**src/rtl/timing_generator.sv**
```systemverilog
// Detector panel timing generator: reset, integrate and raster readout
// of a clamped region of interest, one ADC strobe per pixel.
module timing_generator #(
    parameter int CYCLES_PER_MS = 100000,
    parameter int RESET_CYCLES  = 16,
    parameter int ROW_SETUP     = 8,
    parameter int COL_DIV       = 4
) (
    input  logic        clk,
    input  logic        rst_n,
    input  logic        frame_start,
    input  logic        frame_reset,
    input  logic [15:0] integration_time,
    input  logic [11:0] row_start,
    input  logic [11:0] row_end,
    input  logic [11:0] col_start,
    input  logic [11:0] col_end,
    output logic        frame_busy,
    output logic        frame_complete,
    output logic [11:0] row_addr,
    output logic [11:0] col_addr,
    output logic        row_clk_en,
    output logic        col_clk_en,
    output logic        gate_sel,
    output logic        reset_pulse,
    output logic        adc_start_trigger
);

    typedef enum logic [2:0] {
        IDLE      = 3'd0,
        RESET     = 3'd1,
        INTEGRATE = 3'd2,
        READOUT   = 3'd3,
        DONE      = 3'd4
    } state_e;

    localparam logic [31:0] RST_LAST   = 32'(RESET_CYCLES - 1);
    localparam logic [31:0] MS_LAST    = 32'(CYCLES_PER_MS - 1);
    localparam logic [15:0] SETUP_LAST = 16'(ROW_SETUP - 1);
    localparam logic [15:0] DIV_LAST   = 16'(COL_DIV - 1);

    state_e      state, state_d;
    logic [31:0] cnt_q, cnt_d;
    logic [15:0] ms_q, ms_d;
    logic [15:0] ph_q, ph_d;
    logic        in_cols_q, in_cols_d;
    logic [11:0] row_q, row_d, col_q, col_d;
    logic [11:0] rs_q, rs_d, re_q, re_d;
    logic [11:0] cs_q, cs_d, ce_q, ce_d;
    logic [15:0] int_q, int_d;
    logic        enter_ro;
    logic        ro_d;

    always_comb begin
        state_d   = state;
        cnt_d     = cnt_q;
        ms_d      = ms_q;
        ph_d      = ph_q;
        in_cols_d = in_cols_q;
        row_d     = row_q;
        col_d     = col_q;
        rs_d      = rs_q;
        re_d      = re_q;
        cs_d      = cs_q;
        ce_d      = ce_q;
        int_d     = int_q;
        enter_ro  = 1'b0;
        unique case (state)
            IDLE: begin
                if (frame_start) begin
                    state_d = RESET;
                    cnt_d   = '0;
                    rs_d    = row_start;
                    re_d    = (row_end < row_start) ? row_start : row_end;
                    cs_d    = col_start;
                    ce_d    = (col_end < col_start) ? col_start : col_end;
                    int_d   = integration_time;
                end
            end
            RESET: begin
                if (cnt_q == RST_LAST) begin
                    state_d = INTEGRATE;
                    cnt_d   = '0;
                    ms_d    = '0;
                end else begin
                    cnt_d = cnt_q + 32'd1;
                end
            end
            INTEGRATE: begin
                if (int_q == 16'd0) begin
                    enter_ro = 1'b1;
                end else if (cnt_q == MS_LAST) begin
                    cnt_d = '0;
                    if (ms_q == int_q - 16'd1) enter_ro = 1'b1;
                    else ms_d = ms_q + 16'd1;
                end else begin
                    cnt_d = cnt_q + 32'd1;
                end
            end
            READOUT: begin
                // Row setup phase first, then one pixel per COL_DIV cycles.
                if (!in_cols_q) begin
                    if (ph_q == SETUP_LAST) begin
                        ph_d      = '0;
                        in_cols_d = 1'b1;
                    end else begin
                        ph_d = ph_q + 16'd1;
                    end
                end else if (ph_q == DIV_LAST) begin
                    ph_d = '0;
                    if (col_q == ce_q) begin
                        if (row_q == re_q) begin
                            state_d = DONE;
                        end else begin
                            row_d     = row_q + 12'd1;
                            col_d     = cs_q;
                            in_cols_d = 1'b0;
                        end
                    end else begin
                        col_d = col_q + 12'd1;
                    end
                end else begin
                    ph_d = ph_q + 16'd1;
                end
            end
            DONE:    state_d = IDLE;
            default: state_d = IDLE;
        endcase
        if (enter_ro) begin
            state_d   = READOUT;
            row_d     = rs_q;
            col_d     = cs_q;
            ph_d      = '0;
            in_cols_d = 1'b0;
            cnt_d     = '0;
        end
        if (frame_reset) begin
            state_d   = IDLE;
            cnt_d     = '0;
            ms_d      = '0;
            ph_d      = '0;
            in_cols_d = 1'b0;
            row_d     = '0;
            col_d     = '0;
        end
    end

    assign ro_d = (state_d == READOUT);

    // Outputs are registered from next-state values so they align with state.
    always_ff @(posedge clk) begin
        if (!rst_n) begin
            state             <= IDLE;
            cnt_q             <= '0;
            ms_q              <= '0;
            ph_q              <= '0;
            in_cols_q         <= 1'b0;
            row_q             <= '0;
            col_q             <= '0;
            rs_q              <= '0;
            re_q              <= '0;
            cs_q              <= '0;
            ce_q              <= '0;
            int_q             <= '0;
            frame_busy        <= 1'b0;
            frame_complete    <= 1'b0;
            row_addr          <= '0;
            col_addr          <= '0;
            row_clk_en        <= 1'b0;
            col_clk_en        <= 1'b0;
            gate_sel          <= 1'b0;
            reset_pulse       <= 1'b0;
            adc_start_trigger <= 1'b0;
        end else begin
            state             <= state_d;
            cnt_q             <= cnt_d;
            ms_q              <= ms_d;
            ph_q              <= ph_d;
            in_cols_q         <= in_cols_d;
            row_q             <= row_d;
            col_q             <= col_d;
            rs_q              <= rs_d;
            re_q              <= re_d;
            cs_q              <= cs_d;
            ce_q              <= ce_d;
            int_q             <= int_d;
            frame_busy        <= (state_d == RESET) || (state_d == INTEGRATE)
                                 || ro_d;
            frame_complete    <= (state_d == DONE);
            row_addr          <= ro_d ? row_d : 12'd0;
            col_addr          <= ro_d ? col_d : 12'd0;
            row_clk_en        <= ro_d && !in_cols_d && (ph_d == 16'd0);
            col_clk_en        <= ro_d && in_cols_d && (ph_d == DIV_LAST);
            gate_sel          <= ro_d;
            reset_pulse       <= (state_d == RESET);
            adc_start_trigger <= ro_d && in_cols_d && (ph_d == DIV_LAST);
        end
    end

endmodule

```
**config.mk**
```make
export PLATFORM = sky130hd
export DESIGN_NAME = timing_generator
export DESIGN_NICKNAME = d
export VERILOG_FILES = /design/src/rtl/timing_generator.sv
export SDC_FILE = /design/constraint.sdc
export NUM_CORES = 1
export LEC_CHECK = 0
export BUFFER_PORTS_ARGS = -buffer_cell sky130_fd_sc_hd__buf_4
export CORE_MARGIN = 5
export CORE_UTILIZATION = 38
export DETAILED_ROUTE_END_ITERATION = 10
export PLACE_DENSITY = 0.6
export SETUP_SLACK_MARGIN = 0.2
export SYNTH_ARGS = -nofsm -noshare
export SYNTH_HDL_FRONTEND = slang
export SYNTH_SLANG_ARGS = --single-unit
```
**constraint.sdc**
```tcl
create_clock -name clk -period 7.3 [get_ports clk]
set_input_delay 0.73 -clock clk [delete_from_list [all_inputs] [get_ports clk]]
set_output_delay 0.73 -clock clk [all_outputs]
set_load 0.05 [all_outputs]
```
==> metrics.md <==
| Metric | Value |
|---|---|
| Required @ worst endpoint | `7.59 ns` |
| Max-slew headroom | `35.2%` |
| Cell Count, Final, Fillers Out | `1581` |
| CP startpoint | `int_q[2]` |
| Reg2Reg Depth | `9` |
| Clk slew on worst S/H paths | `0.07 ns` |
| Max Cap Viol | `0` |
| Port-buffer cells | `98` |
| Synth warnings | `0` |
| RePlAce Congestion | `0.808` |
| Clk_lat worst skew | `0.44 ns` |
| Crit path DAT | `4.01 ns` |
| Hold-fix buffers, CTS | `0` |
| Commonest non-fill, non-tap cell in the layout | `dfxtp_1` |
| Die height | `169 um` |
| Initial Utilization | `between 30% and 40%` |
| Detail Placement HPWL | `17900 um` |
| Tcrit/Tclk final | `approximately half` |
| Top FF cell, synth | `dfxtp_1` |
| Vias in the first global route | `8076` |
| Post-Place Cell Area | `10600 um^2` |
| Clock sink count | `between 150 and 200` |
| Chip width | `169 um` |
| CTS tree | `yes` |
| Minimum clock period | `3.72 ns` |
| Setup Skew | `0.0152 ns` |
| Maximum operating frequency | `269 MHz` |
| Core area | `between 20000 and 30000 um^2` |
| DR WL/cell | `approximately 16 um` |
| Flops & latches, synth | `around 190` |
| Total gr overflow | `0` |
| CTS max path bufs | `2` |
| Yosys top cell area share | `~39%` |
| Worst Hold Launch | `rs_q[9]` |
| Worst-margin pin slew | `a little under 1 ns` |
| Worst setup EP type | `flop` |
| Critical Path Start Type | `flop` |
| Iteration count of the initial detailed-routing pass | `5` |
| Initial antenna violation count | `0` |
| Util after Layout | `44.4%` |
| Vias | `8304` |
| I/O Pins | `slightly below 100` |
| Crit-path max cell delay | `just under 0.9 ns` |
| Hold Path Stages | `2` |
| Most frequent cells in the layout | `dfxtp_1 (186), nor2_1 (146), nand2_1 (137)` |
| Worst Hold Class | `flop to flop` |
| Area of the mapped netlist | `9650 um^2` |
| Finish-stage setup viols | `0` |
| Final Power | `2.21 mW` |
| Register area share after synthesis | `38.6%` |
| Critical path class | `flop to flop` |
| CP dominant cell by count | `a211o_1` |
| EDFF count, synth | `0` |
| DP Worst Slack | `between 3 and 4 ns` |
| Fillers | `2573` |
| Synth area leader | `dfxtp_1` |
| Cells after DPL | `1549` |
| Post-layout net count | `around 1300` |
| Vias per cell | `5.25` |
| Cells along the critical path | `nor4_2, nand3_1, a2111oi_0, a211o_1, nand4_2, o21ai_2, buf_4, a211o_1, nor2_1` |
| Drt first-iter violations | `549` |
| Hold_ws | `0.460 ns` |
| Status | `completed` |
| Gr usage total | `17.2%` |
| First-pass GRT wire length | `roughly 40000 um` |
| Number of CTS-inserted buffers | `17` |
| RR Startpoint | `int_q[2]` |
| Lkg Pwr | `roughly 4.4 nW` |
| Final instance area | `11200 um^2` |
| Leading post-synthesis cells by cell area | `dfxtp_1 (39%), nor2_1 (5.7%), nand2_1 (5.3%)` |
| Antenna Violating Nets Remaining | `0` |
| Max stage delay cell, worst path | `nor4_2` |
| DRT Wirelength | `about 25000 um` |
| Syn Inst Count | `between 1000 and 1500` |
| Netlist cell types | `72` |
| Average size of a mapped cell | `8.24 um^2` |
| Fin worst setup slack | `3.58 ns` |
| Crit Path Max Fanout | `29` |
| Mapped Nets | `1268` |
| Power Dens Cells | `198 nW/um^2` |
| Cts repair resizes | `0` |
| Layout area overhead | `15.6%` |
| Rows | `slightly below 60` |
| Ant. Diodes | `0` |
| Fin Setup TNS | `0 ns` |
| Post-CTS Setup Inserts | `0` |
| Slew Viols, Final | `0` |
| Post-synth ARST share | `0%` |
| Die ar. | `28700 um^2` |
| Final hold violation count | `0` |
| DR DRC count | `0` |
| Share of cells above drive strength 1 | `13.7%` |
| RSZ-0062 raised after global routing | `false` |
| Pin count of the biggest net entering global routing | `91` |
| CTS root buffer | `clkbuf_16` |
| Htree depth | `4` |
| Maximum vdd drop | `0.176 mV` |
-- registers in the layout, indices dropped and copies added (netlist names) --
register and cells:
rs_q 12, cs_q 12, in_cols_q 1, row_clk_en 1
ce_q 12, adc_start_trigger 1, col_q 12, gate_sel 1
frame_complete 1, state 3, ms_q 16, int_q 16
row_addr 12, frame_busy 1, row_q 12, cnt_q 32
re_q 12, reset_pulse 1, col_addr 12, ph_q 16
-- routing by layer --
metal  track usage [%]  wire [um]  part of all wire (%)
met1              23.4      11900                    48
met2              28.6      11400                    46
met3              2.63        943                   3.8
met4              4.59        381                   1.5
met5                 0          0                     0
-- cell families (layout without fill, tap and decap cells) --
family	count (synthesis)	count (layout)	synth area share [%]
AO/OA/AOI/OAI	207	207	13.9
XOR/XNOR	99	99	8.98
adder cells (fa/ha/maj)	28	28	3.63
buffers and inverters	98	177	4.37
flip-flops	186	186	38.6
multiplexers	49	49	5.11
AND/OR/NAND/NOR	505	505	25.4
-- power breakdown --
part           internal (mW)  switching (mW)  leakage [nW]
Clock                  0.463           0.444         0.276
Combinational          0.106           0.138          2.60
Sequential              1.04          0.0229          1.51
Total                   1.61           0.604          4.38
-- final cells by class --
| cell class | instances | area, um^2 | area share [%] |
|---|---|---|---|
| sequential | 186 | 3720 | 33.4 |
| tap | 330 | 413 | 3.70 |
| multi-input combinational | 888 | 5510 | 49.4 |
| clock inverter | 13 | 125 | 1.12 |
| clock buffer | 19 | 443 | 3.97 |
| inverter | 39 | 146 | 1.31 |
| timing repair buffer | 106 | 796 | 7.13 |
-- worst max-delay path, delay by kind of cell, from the launching register on --
family	cells	cell delay, ns
buffers and inverters	1	0.39
AO/OA/AOI/OAI	4	1.48
flip-flops	1	0.40
AND/OR/NAND/NOR	4	1.30
-- Yosys cell counts (8+ instances only) --
master    count
a211oi_1     14
a21oi_1      85
a31o_2        8
and2_1        8
and3_1       27
clkbuf_1     41
dfxtp_1     186
ha_1         28
inv_1        38
mux2i_1      47
nand2_1     137
nand2b_1     13
nand3_1      41
nand4_1      27
nor2_1      146
nor3_1       38
nor4_1       16
o21ai_0      35
o22ai_1       9
xnor2_1      57
xor2_1       42
-- final timing paths --
| check | endpoint | slack (ns) |
|---|---|---|
| min | rs_q[9] | 0.46 |
| max | cnt_q[7] | 3.58 |
| max reg2reg | cnt_q[7] | 3.58 |
| min reg2reg | rs_q[9] | 0.46 |
(Power assumes the default switching activity.)
